<file path="config.mk">
export PLATFORM = sky130hd
export DESIGN_NAME = branch_predictor_flat
export DESIGN_NICKNAME = d
export VERILOG_FILES = /design/src/rtl/branch_predictor_pkg.sv /design/src/rtl/branch_predictor_if.sv /design/src/rtl/branch_predictor_bht_counter_update.sv /design/src/rtl/branch_predictor.sv /design/src/flat_wrapper.sv
export SDC_FILE = /design/constraint.sdc
export NUM_CORES = 1
export LEC_CHECK = 0
export BUFFER_PORTS_ARGS = -buffer_cell sky130_fd_sc_hd__buf_2
export CORE_MARGIN = 3
export CORE_UTILIZATION = 55
export CTS_CLUSTER_SIZE = 8
export DETAILED_ROUTE_END_ITERATION = 10
export PLACE_DENSITY = 0.78
export SLEW_MARGIN = 20
export SYNTH_ARGS = -nofsm -noshare
export SYNTH_HDL_FRONTEND = slang
export SYNTH_HIERARCHICAL = 1
export SYNTH_SLANG_ARGS = --single-unit
</file>
<file path="constraint.sdc">
create_clock -name clk_in -period 9.25 [get_ports clk_in]
set_input_delay 0.4625 -clock clk_in [delete_from_list [all_inputs] [get_ports clk_in]]
set_output_delay 0.4625 -clock clk_in [all_outputs]
set_load 0.01 [all_outputs]
</file>
<file path="src/rtl/branch_predictor_pkg.sv">
`default_nettype none
// ==========================================================================
// branch_predictor_pkg : opcodes, counter encodings and FSM states shared
//                        by the predictor and the execute-stage resolver.
// Rev 1.0
// ==========================================================================
package branch_predictor_pkg;

  localparam logic [4:0] OPC_BRANCH = 5'b11000;
  localparam logic [4:0] OPC_JAL    = 5'b11011;
  localparam logic [4:0] OPC_JALR   = 5'b11001;

  localparam logic [1:0] SNT = 2'd0;
  localparam logic [1:0] WNT = 2'd1;
  localparam logic [1:0] WT  = 2'd2;
  localparam logic [1:0] ST  = 2'd3;

  typedef enum logic [0:0] {
    INIT = 1'b0,
    RUN  = 1'b1
  } bp_state_e;

  function automatic logic [31:0] sat_inc32(input logic [31:0] v);
    return (v == 32'hFFFF_FFFF) ? v : v + 32'd1;
  endfunction

  function automatic logic is_jump(input logic [4:0] opc);
    return (opc == OPC_JAL) || (opc == OPC_JALR);
  endfunction

endpackage
`default_nettype wire

</file>
<file path="src/rtl/branch_predictor_if.sv">
`default_nettype none
// ==========================================================================
// branch_predictor_if : fetch prediction and execute resolution signals.
// Rev 1.0
// ==========================================================================
interface branch_predictor_if;

  logic        pred_req_in;
  logic [31:0] pred_pc_in;
  logic [4:0]  pred_opcode_6_to_2_in;
  logic        pred_valid_out;
  logic        pred_taken_out;

  logic        res_valid_in;
  logic [31:0] res_pc_in;
  logic [4:0]  res_opcode_6_to_2_in;
  logic        res_taken_in;
  logic        res_pred_taken_in;

  logic        mispredict_out;
  logic        ready_out;
  logic [31:0] branch_count_out;
  logic [31:0] mispredict_count_out;

  modport master (
    output pred_req_in, pred_pc_in, pred_opcode_6_to_2_in,
    output res_valid_in, res_pc_in, res_opcode_6_to_2_in,
    output res_taken_in, res_pred_taken_in,
    input  pred_valid_out, pred_taken_out, mispredict_out, ready_out,
    input  branch_count_out, mispredict_count_out
  );

  modport slave (
    input  pred_req_in, pred_pc_in, pred_opcode_6_to_2_in,
    input  res_valid_in, res_pc_in, res_opcode_6_to_2_in,
    input  res_taken_in, res_pred_taken_in,
    output pred_valid_out, pred_taken_out, mispredict_out, ready_out,
    output branch_count_out, mispredict_count_out
  );

endinterface
`default_nettype wire

</file>
<file path="src/rtl/branch_predictor_bht_counter_update.sv">
`default_nettype none
// ==========================================================================
// bht_counter_update : 2-bit saturating up/down counter step.
// Rev 1.0
// ==========================================================================
module bht_counter_update
  import branch_predictor_pkg::*;
(
  input  logic [1:0] cnt_i,
  input  logic       taken_i,
  output logic [1:0] cnt_o
);

  always_comb begin
    cnt_o = cnt_i;
    if (taken_i) begin
      if (cnt_i != ST) cnt_o = cnt_i + 2'd1;
    end else begin
      if (cnt_i != SNT) cnt_o = cnt_i - 2'd1;
    end
  end

endmodule
`default_nettype wire

</file>
<file path="src/rtl/branch_predictor.sv">
`default_nettype none
// ==========================================================================
// branch_predictor : bimodal 2-bit BHT direction predictor with training,
//                    mispredict pulse and statistics counters.
// Option macro BRANCH_PREDICTOR_GSHARE_EN : XOR global history into index.
// Rev 1.0
// ==========================================================================
module branch_predictor
  import branch_predictor_pkg::*;
#(
  parameter int BHT_ENTRIES = 64,
  parameter int GHR_W       = 6
) (
  input  logic              clk_in,
  input  logic              rst_n_in,
  branch_predictor_if.slave bus
);

  localparam int IDX_W = $clog2(BHT_ENTRIES);

  bp_state_e        state_q, state_d;
  logic [IDX_W-1:0] sweep_q, sweep_d;
  logic [1:0]       bht_q [BHT_ENTRIES];

  logic             pred_valid_q, pred_taken_q, pred_taken_d;
  logic             mispredict_q, mispredict_d;
  logic [31:0]      branch_cnt_q, branch_cnt_d;
  logic [31:0]      mispred_cnt_q, mispred_cnt_d;

  logic [IDX_W-1:0] w_hist;
  logic [IDX_W-1:0] w_pred_idx;
  logic [IDX_W-1:0] w_train_idx;
  logic             w_train_en;
  logic [1:0]       w_train_old;
  logic [1:0]       w_train_new;
  logic             w_tbl_we;
  logic [IDX_W-1:0] w_tbl_waddr;
  logic [1:0]       w_tbl_wdata;
  logic             w_unused_pc;

  // Only the index slice of each PC participates in lookup.
  assign w_unused_pc = ^{bus.pred_pc_in[31:IDX_W+2], bus.pred_pc_in[1:0],
                         bus.res_pc_in[31:IDX_W+2],  bus.res_pc_in[1:0]};

  assign w_train_en = (state_q == RUN) && bus.res_valid_in &&
                      (bus.res_opcode_6_to_2_in == OPC_BRANCH);

`ifdef BRANCH_PREDICTOR_GSHARE_EN
  logic [GHR_W-1:0] ghr_q, ghr_d;

  always_comb begin
    ghr_d = ghr_q;
    if (w_train_en) ghr_d = (ghr_q << 1) | GHR_W'(bus.res_taken_in);
  end

  always_ff @(posedge clk_in or negedge rst_n_in) begin
    if (!rst_n_in) ghr_q <= '0;
    else           ghr_q <= ghr_d;
  end

  assign w_hist = IDX_W'(ghr_q);
`else
  assign w_hist = '0;
`endif

  assign w_pred_idx  = bus.pred_pc_in[IDX_W+1:2] ^ w_hist;
  assign w_train_idx = bus.res_pc_in[IDX_W+1:2]  ^ w_hist;
  assign w_train_old = bht_q[w_train_idx];

  bht_counter_update u_cnt_upd (
    .cnt_i   (w_train_old),
    .taken_i (bus.res_taken_in),
    .cnt_o   (w_train_new)
  );

  always_comb begin
    state_d = state_q;
    sweep_d = sweep_q;
    unique case (state_q)
      INIT: begin
        sweep_d = sweep_q + 1'b1;
        if (sweep_q == IDX_W'(BHT_ENTRIES - 1)) state_d = RUN;
      end
      RUN:     state_d = RUN;
      default: state_d = INIT;
    endcase
  end

  // The init sweep owns the write port until the table is fully seeded.
  always_comb begin
    w_tbl_we    = 1'b0;
    w_tbl_waddr = w_train_idx;
    w_tbl_wdata = w_train_new;
    if (state_q == INIT) begin
      w_tbl_we    = 1'b1;
      w_tbl_waddr = sweep_q;
      w_tbl_wdata = WNT;
    end else if (w_train_en) begin
      w_tbl_we    = 1'b1;
    end
  end

  always_ff @(posedge clk_in) begin
    if (w_tbl_we) bht_q[w_tbl_waddr] <= w_tbl_wdata;
  end

  always_comb begin
    pred_taken_d = 1'b0;
    if (bus.pred_req_in && (state_q == RUN)) begin
      if (bus.pred_opcode_6_to_2_in == OPC_BRANCH)
        pred_taken_d = bht_q[w_pred_idx][1];
      else if (is_jump(bus.pred_opcode_6_to_2_in))
        pred_taken_d = 1'b1;
    end
  end

  assign mispredict_d  = bus.res_valid_in && (bus.res_taken_in != bus.res_pred_taken_in);
  assign branch_cnt_d  = w_train_en   ? sat_inc32(branch_cnt_q)  : branch_cnt_q;
  assign mispred_cnt_d = mispredict_d ? sat_inc32(mispred_cnt_q) : mispred_cnt_q;

  always_ff @(posedge clk_in or negedge rst_n_in) begin
    if (!rst_n_in) begin
      state_q       <= INIT;
      sweep_q       <= '0;
      pred_valid_q  <= 1'b0;
      pred_taken_q  <= 1'b0;
      mispredict_q  <= 1'b0;
      branch_cnt_q  <= '0;
      mispred_cnt_q <= '0;
    end else begin
      state_q       <= state_d;
      sweep_q       <= sweep_d;
      pred_valid_q  <= bus.pred_req_in;
      pred_taken_q  <= pred_taken_d;
      mispredict_q  <= mispredict_d;
      branch_cnt_q  <= branch_cnt_d;
      mispred_cnt_q <= mispred_cnt_d;
    end
  end

  assign bus.pred_valid_out       = pred_valid_q;
  assign bus.pred_taken_out       = pred_taken_q;
  assign bus.mispredict_out       = mispredict_q;
  assign bus.ready_out            = (state_q == RUN);
  assign bus.branch_count_out     = branch_cnt_q;
  assign bus.mispredict_count_out = mispred_cnt_q;

endmodule
`default_nettype wire

</file>
<file path="src/flat_wrapper.sv">
// flat-port wrapper written by rule: the top's interface ports become plain ports
module branch_predictor_flat import branch_predictor_pkg::*;
#(
  parameter int BHT_ENTRIES = 64,
  parameter int GHR_W       = 6
)
  (clk_in, rst_n_in, bus_pred_req_in, bus_pred_pc_in, bus_pred_opcode_6_to_2_in, bus_res_valid_in, bus_res_pc_in, bus_res_opcode_6_to_2_in, bus_res_taken_in, bus_res_pred_taken_in, bus_pred_valid_out, bus_pred_taken_out, bus_mispredict_out, bus_ready_out, bus_branch_count_out, bus_mispredict_count_out);
  branch_predictor_if bus_i ();
  input  logic clk_in;
  input  logic rst_n_in;
  input wire logic [$bits(bus_i.pred_req_in)-1:0] bus_pred_req_in;
  input wire logic [$bits(bus_i.pred_pc_in)-1:0] bus_pred_pc_in;
  input wire logic [$bits(bus_i.pred_opcode_6_to_2_in)-1:0] bus_pred_opcode_6_to_2_in;
  input wire logic [$bits(bus_i.res_valid_in)-1:0] bus_res_valid_in;
  input wire logic [$bits(bus_i.res_pc_in)-1:0] bus_res_pc_in;
  input wire logic [$bits(bus_i.res_opcode_6_to_2_in)-1:0] bus_res_opcode_6_to_2_in;
  input wire logic [$bits(bus_i.res_taken_in)-1:0] bus_res_taken_in;
  input wire logic [$bits(bus_i.res_pred_taken_in)-1:0] bus_res_pred_taken_in;
  output wire logic [$bits(bus_i.pred_valid_out)-1:0] bus_pred_valid_out;
  output wire logic [$bits(bus_i.pred_taken_out)-1:0] bus_pred_taken_out;
  output wire logic [$bits(bus_i.mispredict_out)-1:0] bus_mispredict_out;
  output wire logic [$bits(bus_i.ready_out)-1:0] bus_ready_out;
  output wire logic [$bits(bus_i.branch_count_out)-1:0] bus_branch_count_out;
  output wire logic [$bits(bus_i.mispredict_count_out)-1:0] bus_mispredict_count_out;
  assign bus_i.pred_req_in = bus_pred_req_in;
  assign bus_i.pred_pc_in = bus_pred_pc_in;
  assign bus_i.pred_opcode_6_to_2_in = bus_pred_opcode_6_to_2_in;
  assign bus_i.res_valid_in = bus_res_valid_in;
  assign bus_i.res_pc_in = bus_res_pc_in;
  assign bus_i.res_opcode_6_to_2_in = bus_res_opcode_6_to_2_in;
  assign bus_i.res_taken_in = bus_res_taken_in;
  assign bus_i.res_pred_taken_in = bus_res_pred_taken_in;
  assign bus_pred_valid_out = bus_i.pred_valid_out;
  assign bus_pred_taken_out = bus_i.pred_taken_out;
  assign bus_mispredict_out = bus_i.mispredict_out;
  assign bus_ready_out = bus_i.ready_out;
  assign bus_branch_count_out = bus_i.branch_count_out;
  assign bus_mispredict_count_out = bus_i.mispredict_count_out;
  branch_predictor #(.BHT_ENTRIES(BHT_ENTRIES), .GHR_W(GHR_W)) u_core (.clk_in(clk_in), .rst_n_in(rst_n_in), .bus(bus_i));
endmodule
</file>
======== After elaboration in Yosys (flattened, before gate mapping) ========
Memory sizes are Yosys's and may differ from the RTL's.
Cells that the tools add are included.
word-level totals
  bits in registers ....................... 74
  memory bits (writable) .................. 128
  output and inout bits ................... 68
  memories kept ........................... 1
memories
  memory        words  bits a word  read ports  clocked after memory_dff  wr ports  line                    RTL
  u_core.bht_q  64     2            2           0                         1         branch_predictor.sv:23  logic [1:0] bht_q [BHT_ENTRIES];
cells by class
  add/subtract/negate cells ............... 5
  equal/unequal tests ..................... 9
  multiplexer cells ....................... 14
  bitwise gates (word level) .............. 3
  reduce and logical (&&, ||, !) cells .... 8
operators with widths
  kind                                                                 count
  32-bit by 1-bit adder with 32-bit output (second input constant)     2
  32-bit equality test (second input constant)                         2
  5-bit equality test (second input constant)                          4
  1-bit 2-to-1 mux                                                     8
  2-bit 2-to-1 mux                                                     4
  6-bit by 1-bit adder with 6-bit output (second input constant)       1
  6-bit equality test (second input constant)                          1
  6-bit 2-to-1 mux                                                     1
  1-bit logical AND                                                    4
  2-bit AND reduction                                                  2
  1-bit inverter                                                       3
  2-bit by 1-bit adder with 2-bit output (second input constant)       1
  2-bit != test (second input constant)                                1
  1-bit one-hot mux with 2 select lines                                1
  2-bit nonzero test                                                   1
  2-bit by 1-bit subtractor with 2-bit output (second input constant)  1
  1-bit logical OR                                                     1
  1-bit != test                                                        1

======== Longest topological paths before layout ========
Gate-level depths: netlist of run 1.
  word-level depth ........................ 6
  mapped depth ............................ 9
  mapped depth without buffers ............ 7

======== Hierarchy ========
The synthesis of run 1 kept the hierarchy.
modules (own cells, without submodules)
  module              times used  cells each  area each (um2)
  branch_predictor    1           665         9469.1
  bht_counter_update  1           3           26.3

======== Least setup slack after synthesis of run 1 ========
No wires, ideal clock.
  path type ............................... input -> register
  start ................................... in bus_res_pc_in[3]
  end ..................................... mem u_core.bht_q[0][0] (data pin)
  data arrival time ....................... 3.261 ns
  setup slack ............................. 5.612 ns
  cell stages on the path ................. 9
  path buffers ............................ 2
  cells stage by stage .................... clkbuf_1 clkbuf_1 mux4_2 mux4_2 a22oi_1 nand3_1 inv_1 maj3_2 nand2b_1
on the way
  cells in the longest elaborated chain, start to end .. 5
ends and longest elaborated chain
  element                                                              line                                                                                  RTL
  start: declaration                                                   flat_wrapper.sv:15                                                                    input wire logic [$bits(bus_i.res_pc_in)-1:0] bus_res_pc_in;
  memory read 64 x 2 bit (*)                                           n/a
  net u_core.w_train_old[0]                                            branch_predictor.sv:34                                                                logic [1:0] w_train_old;
  2-bit by 1-bit subtractor with 2-bit output (tied with other cells)  branch_predictor_bht_counter_update.sv:19                                             if (cnt_i != SNT) cnt_o = cnt_i - 2'd1;
  2-bit 2-to-1 mux (on tied branches)                                  branch_predictor_bht_counter_update.sv:19, branch_predictor_bht_counter_update.sv:17
  2-bit 2-to-1 mux (*)                                                 branch_predictor_bht_counter_update.sv:16                                             if (taken_i) begin
  net u_core.w_train_new[0]                                            branch_predictor.sv:35                                                                logic [1:0] w_train_new;
  2-bit 2-to-1 mux (*)                                                 branch_predictor.sv:94                                                                if (state_q == INIT) begin
  net u_core.w_tbl_wdata[0]                                            branch_predictor.sv:38                                                                logic [1:0] w_tbl_wdata;
  end: declaration                                                     branch_predictor.sv:23
Mark *: on every way through the listed nets, which the timed path passes. The rest lies on a longest branch.

======== Worst setup path after layout of run 1 ========
  start ................................... in bus_res_pc_in[2]
  end ..................................... mem u_core.bht_q[62][0] (data pin)
on the way
  cells in the longest elaborated chain, start to end .. 5
ends and longest elaborated chain
  element                                              line
  memory read 64 x 2 bit (*)                           n/a
  net u_core.w_train_old[1]                            branch_predictor.sv:34
  2-bit != test or 2-bit nonzero test (tied branches)  branch_predictor_bht_counter_update.sv:17, branch_predictor_bht_counter_update.sv:19
  2-bit 2-to-1 mux (on tied branches)                  branch_predictor_bht_counter_update.sv:17, branch_predictor_bht_counter_update.sv:19
  2-bit 2-to-1 mux (*)                                 branch_predictor_bht_counter_update.sv:16
  net u_core.w_train_new[0]                            branch_predictor.sv:35
  2-bit 2-to-1 mux (*)                                 branch_predictor.sv:94
  net u_core.w_tbl_wdata[0]                            branch_predictor.sv:38
Marks and branches as above.

==> reports/qor.yml, run 1 <==
layout:
  nFillCells: 1212
  stdcell_area_mm2: 0.0109
  drive_gt1_frac: 0.235
  area_growth_pct: 14.5
  final_nets: 852
  num_antenna_cells: 0
sta:
  finalHoldViolCount: 0
  max_freq_mhz: 274
  hold_ws_ps: 61.3
  worstMarginPinSlew_ps: 971
  tns_ps: 0
  rsz0062_at_grt: "no"
  fin_worst_skew_ps: 12.2
  fin_ws_ps: 5600
  finalSetupViolations: 0
  period_needed_ps: 3650
  finalCritPeriodShare: 0.395
  maxSlewViolCount: 0
  relSlewSlack: 0.351
setup_path:
  crit_fanout: 44
  r2r_setup_slack_ps: 5810
  critical_path_class: "in -> reg"
  cp-start-kind: "primary input"
  r2r_end: "u_core/bht_q[62][0]$_DFFE_PP_"
  r2r-start: "u_core/bht_q[10][1]$_DFFE_PP_"
  end_kind: "register"
  r2r_cells: 7
  arrival_ps: 3840
  cp.required_ps: 9450
cts:
  clock_latency_ps: 520
  path_clk_slew_ps: 50
  cts-root-buf: "clkbuf_16"
  cts_sinks: 202
  holdBufCountCts: 0
  clockBufferDepth: 3
  cts_tree: "done"
  cts_resized: 0
  cts-buffers-inserted: 29
  postCtsSetupBuffers: 0
  cts-htree-levels: 1
floorplan:
  die_h_um: 137
  dieArea_mm2: 0.0189
  initial_core_util: 0.567
  rows: 47
  boundaryPins: 148
  die_w_um: 137
  core-area_mm2: 0.0168
synth:
  syn_area_mm2: 0.00950
  synth_ff_type: "edfxtp_1"
  synthArstFlopShare: 0.366
  synth_area_leaders: "edfxtp_1 (40%), dfrtp_1 (20%), mux4_2 (10%)"
  synth.top_cell.area_share: 0.405
  yosysMostFrequentCell: "edfxtp_1"
  synthDistinctLibCells: 48
  avgSynthCellArea_um2: 14.2
  ys_warn_count: 6
  synth_top_cell_by_area: "edfxtp_1"
  ys_seq_elements: 202
  synth_edf_count: 128
  synth_common_cells: "edfxtp_1 (128), nor2_1 (80), dfrtp_1 (74)"
  synth_cells: 668
  yosysSeqAreaShare: 0.600
  syn-num-nets: 751
place:
  dpl_cell_area_mm2: 0.0101
  gp_congestion: 0.903
  dp_slack_ps: 4770
  dpl.hpwl_um: 14200
  io_buffers: 95
status:
  status: "completed"
route:
  met1_length_um: 8310
  drt-wirelength-per-cell_um: 21.8
  vias: 6343
  wl_met3_um: 2240
  ant_nets: 0
  drc: 0
  detail_route.first_pass.iterations: 7
  finalWirelength_um: 21700
  drt_iter0_drc: 579
  dr_wl_met2_um: 10500
  vias_per_cell: 6.38
  highest_layer: "met5"
power_and_ir_drop:
  finalPower_w: 0.00198
  vdd_ir_drop_max_uv: 148
  p_leak_nw: 3.83
  p_per_area_mw_per_mm2: 182
global_route:
  grt_use_total: 0.230
  grt_antenna_before_repair: 2
  grt_overflow: 0
  grt_pass1_wl_um: 33700
  grt_max_degree: 75
  grt_pass1_vias: 6190
min_path:
  min_to: "u_core/bus.pred_valid_out$_DFF_PN0_"
  min-delay-start: "bus_pred_req_in"
  whs_path_depth: 1
  worstHoldPathType: "in -> reg"
job:
  drv_cap: 0
[cell type report]
| class | instances | area (um2) | area share |
|---|---|---|---|
| Inverter | 5 | 18.8 | 0.00173 |
| Clock buffer | 35 | 748 | 0.0688 |
| Tap cell | 220 | 275 | 0.0253 |
| Timing Repair Buffer | 97 | 495 | 0.0456 |
| Multi-Input combinational cell | 434 | 3640 | 0.334 |
| Sequential cell | 202 | 5700 | 0.524 |
| Clock inverter | 1 | 7.51 | 0.000690 |
[per-stage QoR]
step / std cells / utilization
finish: 994 / 0.649
global route: 994 / 0.649
CTS: 994 / 0.649
detailed placement: 958 / 0.604
global placement: 958 / 0.604
floorplan: 668 / -
[layout by cell type, fill, tap and decap left out, types with 2 or more instances in the layout]
| cell | count |
|---|---|
| edfxtp_1 | 128 |
| buf_2 | 93 |
| nor2_1 | 80 |
| dfrtp_1 | 74 |
| xnor2_1 | 48 |
| mux4_2 | 42 |
| nand2_1 | 42 |
| nand4_1 | 36 |
| nand3_1 | 32 |
| clkbuf_16 | 29 |
| and3_1 | 20 |
| xor2_1 | 18 |
| and4_1 | 14 |
| mux4_1 | 12 |
| nand2b_1 | 8 |
| mux2_2 | 8 |
| o21ai_0 | 8 |
| and2_1 | 8 |
| mux2i_1 | 7 |
| clkbuf_1 | 6 |
| nor2b_1 | 5 |
| inv_1 | 5 |
| buf_4 | 4 |
| nand3b_1 | 4 |
| nor3_1 | 4 |
| nor4_1 | 4 |
| a22oi_1 | 3 |
| nand4b_1 | 3 |
| a21oi_1 | 3 |
| o221ai_1 | 3 |
| ha_1 | 3 |
| nor4b_1 | 2 |
| o31ai_1 | 2 |
| nor3b_1 | 2 |
| maj3_2 | 2 |
[metal layers]
metal / up-vias / track usage
met1: 3176 / 0.313
met2: 334 / 0.380
met5: - / 0
met4: 4 / 0.0626
met3: 58 / 0.0482
li1: 2771 / -
[how the worst max path moves through the flow]
| stage | start | end | slack (ps) | cells after the start |
|---|---|---|---|---|
| after floorplan | bus_res_pc_in[3] | u_core/bht_q[0][0]$_DFFE_PP_ | 5610 | 9 |
| after global placement | bus_res_pc_in[2] | u_core/bht_q[52][0]$_DFFE_PP_ | 4930 | 8 |
| after detailed placement | bus_res_pc_in[2] | u_core/bht_q[53][0]$_DFFE_PP_ | 4770 | 8 |
| after CTS | bus_res_pc_in[2] | u_core/bht_q[60][0]$_DFFE_PP_ | 5250 | 8 |
| after global routing | bus_res_pc_in[2] | u_core/bht_q[21][0]$_DFFE_PP_ | 5440 | 9 |
| final | bus_res_pc_in[2] | u_core/bht_q[62][0]$_DFFE_PP_ | 5600 | 8 |
[critical path, stage by stage]
cell and delay, ps:
buf_4 510, mux4_1 650, mux4_2 460, a22oi_1 270
nand3_1 170, maj3_2 330, nand2b_1 480, buf_4 460
[kinds of logic after synthesis]
| family | share of synthesized area |
|---|---|
| AO/OA/AOI/OAI | 0.0188 |
| XOR/XNOR | 0.0609 |
| adder cells (fa/ha/maj) | 0.00633 |
| buffers and inverters | 0.0173 |
| flip-flops | 0.600 |
| multiplexers | 0.150 |
| AND/OR/NAND/NOR | 0.147 |
[registers in the layout (all words and copies together) (netlist names)]
register                         flops
u_core/bht_q                       128
u_core/bus.branch_count_out         32
u_core/bus.mispredict_count_out     32
u_core/bus.mispredict_out            1
u_core/bus.pred_taken_out            1
u_core/bus.pred_valid_out            1
u_core/bus.ready_out                 1
u_core/sweep_q                       6
[power breakdown]
group	leakage [nW]	total [W]	internal, W	switching, W
Clock	0.365	0.000894	0.000553	0.000342
Combinational	1.57	0.0000975	0.0000414	0.0000561
Sequential	1.89	0.000984	0.000968	0.0000156
Total	3.83	0.00198	0.00156	0.000413
(Power assumes the default switching activity.)
==> run 2, diff against run 1 <==
--- a/config.mk
+++ b/config.mk
@@ -7,10 +7,10 @@
 export LEC_CHECK = 0
 export BUFFER_PORTS_ARGS = -buffer_cell sky130_fd_sc_hd__buf_2
 export CORE_MARGIN = 3
-export CORE_UTILIZATION = 55
+export CORE_UTILIZATION = 51
 export CTS_CLUSTER_SIZE = 8
 export DETAILED_ROUTE_END_ITERATION = 10
-export PLACE_DENSITY = 0.78
+export PLACE_DENSITY = 0.76
 export SLEW_MARGIN = 20
 export SYNTH_ARGS = -nofsm -noshare
 export SYNTH_HDL_FRONTEND = slang
==> constraint.sdc (replaced) <==
create_clock -name clk_in -period 3.1 [get_ports clk_in]
set_input_delay 0.155 -clock clk_in [delete_from_list [all_inputs] [get_ports clk_in]]
set_output_delay 0.155 -clock clk_in [all_outputs]
set_load 0.01 [all_outputs]
==> run 2 against run 1 <==
Cell count up 2.1%; critical path depth down 1; sequential share of layout area shrank 0.96 points; setup slack got worse by 5300 ps; worst hold slack improved by 0.66 ps; first-iteration DRC count fell by 0.35%; clock power rose to 3.0 times the previous value; register-to-register slack lost 5600 ps; core utilization fell by 3.8 points; clock-buffer cell count decreased by 2; critical endpoint is now u_core/bht_q[63][0]$_DFFE_PP_.
==> reports/qor.yml, run 2 (synthesized netlist as in run 1, its figures left out) <==
min_path:
  whs_path_depth: 3  # was 1
  min-delay-start: "bus_pred_opcode_6_to_2_in[0]"  # was bus_pred_req_in
  min_to: "u_core/bus.pred_taken_out$_DFF_PN0_"  # was u_core/bus.pred_valid_out$_DFF_PN0_
  worstHoldPathType: "in -> reg"  # unchanged
job:
  drv_cap: 0  # unchanged
layout:
  stdcell_count: 1015  # was 994
  layout_common_cells: "edfxtp_1 (128), buf_2 (94), nor2_1 (80), dfrtp_1 (74), xnor2_1 (48)"  # was edfxtp_1 (128), buf_2 (93), nor2_1 (80), dfrtp_1 (74), xnor2_1 (48)
  drive_gt1_frac: 0.248  # was 0.235
  area_growth_pct: 16.7  # was 14.5%
  layout_commonest_cell: "edfxtp_1"  # unchanged
  regMostFlops: "u_core/bht_q"  # unchanged
  num_antenna_cells: 0  # unchanged
  stdcell_area_mm2: 0.0111  # was 0.0109 mm2
  largest_reg_flops: 128  # unchanged
  utilization: 0.611  # was 0.649
  final_nets: 865  # was 852
setup_path:
  r2r-start: "u_core/bht_q[5][1]$_DFFE_PP_"  # was u_core/bht_q[10][1]$_DFFE_PP_
  cp_slowest_cell: "mux4_1"  # unchanged
  arrival_ps: 3090  # was 3840 ps
  path_cells: "mux4_1, mux4_2, a22oi_1, nand3_1, maj3_2, nand2b_2, buf_12"  # was buf_4, mux4_1, mux4_2, a22oi_1, nand3_1, maj3_2, nand2b_1, buf_4
  crit_fanout: 40  # was 44
  cp.required_ps: 3350  # was 9450 ps
  critPathMaxStageDelay_ps: 530  # was 650 ps
  r2r_end: "u_core/bht_q[63][0]$_DFFE_PP_"  # was u_core/bht_q[62][0]$_DFFE_PP_
  r2r_setup_slack_ps: 260  # was 5810 ps
  end_kind: "register"  # unchanged
  critical_path_class: "reg -> reg"  # was in -> reg
  worst-path-buf-inv: 1  # was 2
  r2r_cells: 7  # unchanged
  cp_top_family: "multiplexers"  # unchanged
  cp-start-kind: "register"  # was primary input
cts:
  clockBufferDepth: 3  # unchanged
  cts-root-buf: "clkbuf_16"  # unchanged
  cts_sinks: 202  # unchanged
  clock_latency_ps: 520  # about the same
  cts-buffers-inserted: 29  # unchanged
  cts-htree-levels: 1  # unchanged
  cts_tree: "done"  # unchanged
  path_clk_slew_ps: 50  # about the same
  postCtsSetupBuffers: 0  # unchanged
power_and_ir_drop:
  power_frac_comb: 0.052  # was 0.049
  finalPower_w: 0.00593  # was 0.00198 W
  p_clk_frac: 0.453  # about the same
  p_leak_nw: 3.93  # was 3.83 nW
  sequentialPowerShare: 0.495  # was 0.498
  vdd_ir_drop_max_uv: 656  # was 148 uV
  switching_share: 0.212  # was 0.209
  p_sw_w: 0.00126  # was 0.000413 W
  p_per_area_mw_per_mm2: 535  # was 182 mW/mm2
  intPower_w: 0.00467  # was 0.00156 W
floorplan:
  boundaryPins: 148  # unchanged
  dieArea_mm2: 0.0203  # was 0.0189 mm2
  rows: 49  # was 47
  die_h_um: 142  # was 137 um
  initial_core_util: 0.523  # was 0.567
  die_w_um: 142  # was 137 um
  core-area_mm2: 0.0181  # was 0.0168 mm2
sta:
  finalSetupViolations: 0  # unchanged
  relSlewSlack: 0.555  # was 0.351
  fin_worst_skew_ps: 7.58  # was 12.2 ps
  period_needed_ps: 2840
  finalHoldViolCount: 0  # unchanged
  rsz0062_at_grt: "no"  # unchanged
  tns_ps: 0  # unchanged
  worstMarginPinSlew_ps: 668  # was 971 ps
  maxSlewViolCount: 0  # unchanged
  finalCritPeriodShare: 0.917
  max_freq_mhz: 352
status:
  status: "completed"  # unchanged
global_route:
  grt_antenna_before_repair: 0  # was 2
  grt_pass1_wl_um: 35500  # was 33700 um
  grt_max_degree: 55  # was 75
  grt_use_total: 0.221  # was 0.230
  grt_pass1_vias: 6443  # was 6190
  grt_overflow: 0  # unchanged
place:
  dpl.hpwl_um: 14800  # was 14200 um
  dpl.cell_count: 978  # was 958
  dpl_cell_area_mm2: 0.0103  # was 0.0101 mm2
  io_buffers: 95  # unchanged
  gp_congestion: 0.856  # was 0.903
route:
  drc: 0  # unchanged
  vias_per_cell: 6.27  # was 6.38
  detail_route.first_pass.iterations: 7  # unchanged
  ant_nets: 0  # unchanged
  drt_iter0_drc: 577  # was 579
  vias: 6361  # was 6343
  drt-wirelength-per-cell_um: 22.3  # was 21.8 um
  finalWirelength_um: 22600  # was 21700 um
run 2: worst max-delay path by stage:
stage | start | end | slack [ps] | depth (start not counted)
after floorplan | bus_res_pc_in[3] | u_core/bht_q[0][1]$_DFFE_PP_ | 20 | 8
after global placement | bus_res_pc_in[2] | u_core/bht_q[61][0]$_DFFE_PP_ | 90 | 9
after detailed placement | bus_res_pc_in[2] | u_core/bht_q[11][0]$_DFFE_PP_ | 40 | 9
after CTS | u_core/bht_q[5][1]$_DFFE_PP_ | u_core/bht_q[7][0]$_DFFE_PP_ | 320 | 7
after global routing | u_core/bht_q[5][1]$_DFFE_PP_ | u_core/bht_q[60][0]$_DFFE_PP_ | 190 | 7
final | u_core/bht_q[5][1]$_DFFE_PP_ | u_core/bht_q[63][0]$_DFFE_PP_ | 260 | 7
run 2: worst reg2reg max path, cell delays in order (launching register included):
cell and delay, ps:
edfxtp_1 420, mux4_1 530, mux4_2 490, a22oi_1 210
nand3_1 150, maj3_2 320, nand2b_2 230, buf_12 190
run 2: power groups by stage:
| stage | Sequential, W | Clock [W] | Combinational (W) |
|---|---|---|---|
| after global routing | 0.00294 | 0.00287 | 0.000338 |
| after global placement | 0.00297 | 0 | 0.000290 |
| after detailed placement | 0.00298 | 0 | 0.000304 |
| after floorplan | 0.00299 | 0 | 0.000157 |
| after CTS | 0.00293 | 0.00274 | 0.000309 |
| final | 0.00294 | 0.00269 | 0.000308 |
run 2: what timing repair did:
action                    CTS  global route
hold buffers                2             0
hold endpoints to repair   53             0
gates resized for setup     0             0
run 2: per-layer routing:
layer	routed length, um	track usage	vias up
li1	-	-	2788
met1	9130	0.308	3194
met2	11000	0.360	342
met3	2110	0.0491	37
met4	412	0.0510	0
met5	0	0	-
run 2: cell type report:
cell class	instances	area (um2)
Inverter	5	18.8
Clock buffer	33	741
Tap cell	229	287
Fill cell	1366	7070
Clock inverter	2	17.5
Sequential cell	202	5700
Multi-Input combinational cell	434	3640
Timing Repair Buffer	110	683
run 2: stage by stage:
| step | setup slack, ps | hold slack [ps] |
|---|---|---|
| final | 259 | 62.0 |
| after global routing | 186 | 52.8 |
| after CTS | 320 | 26.5 |
| after detailed placement | 43.4 | 238 |
| after global placement | 88.9 | 277 |
| after floorplan | 19.6 | -141 |
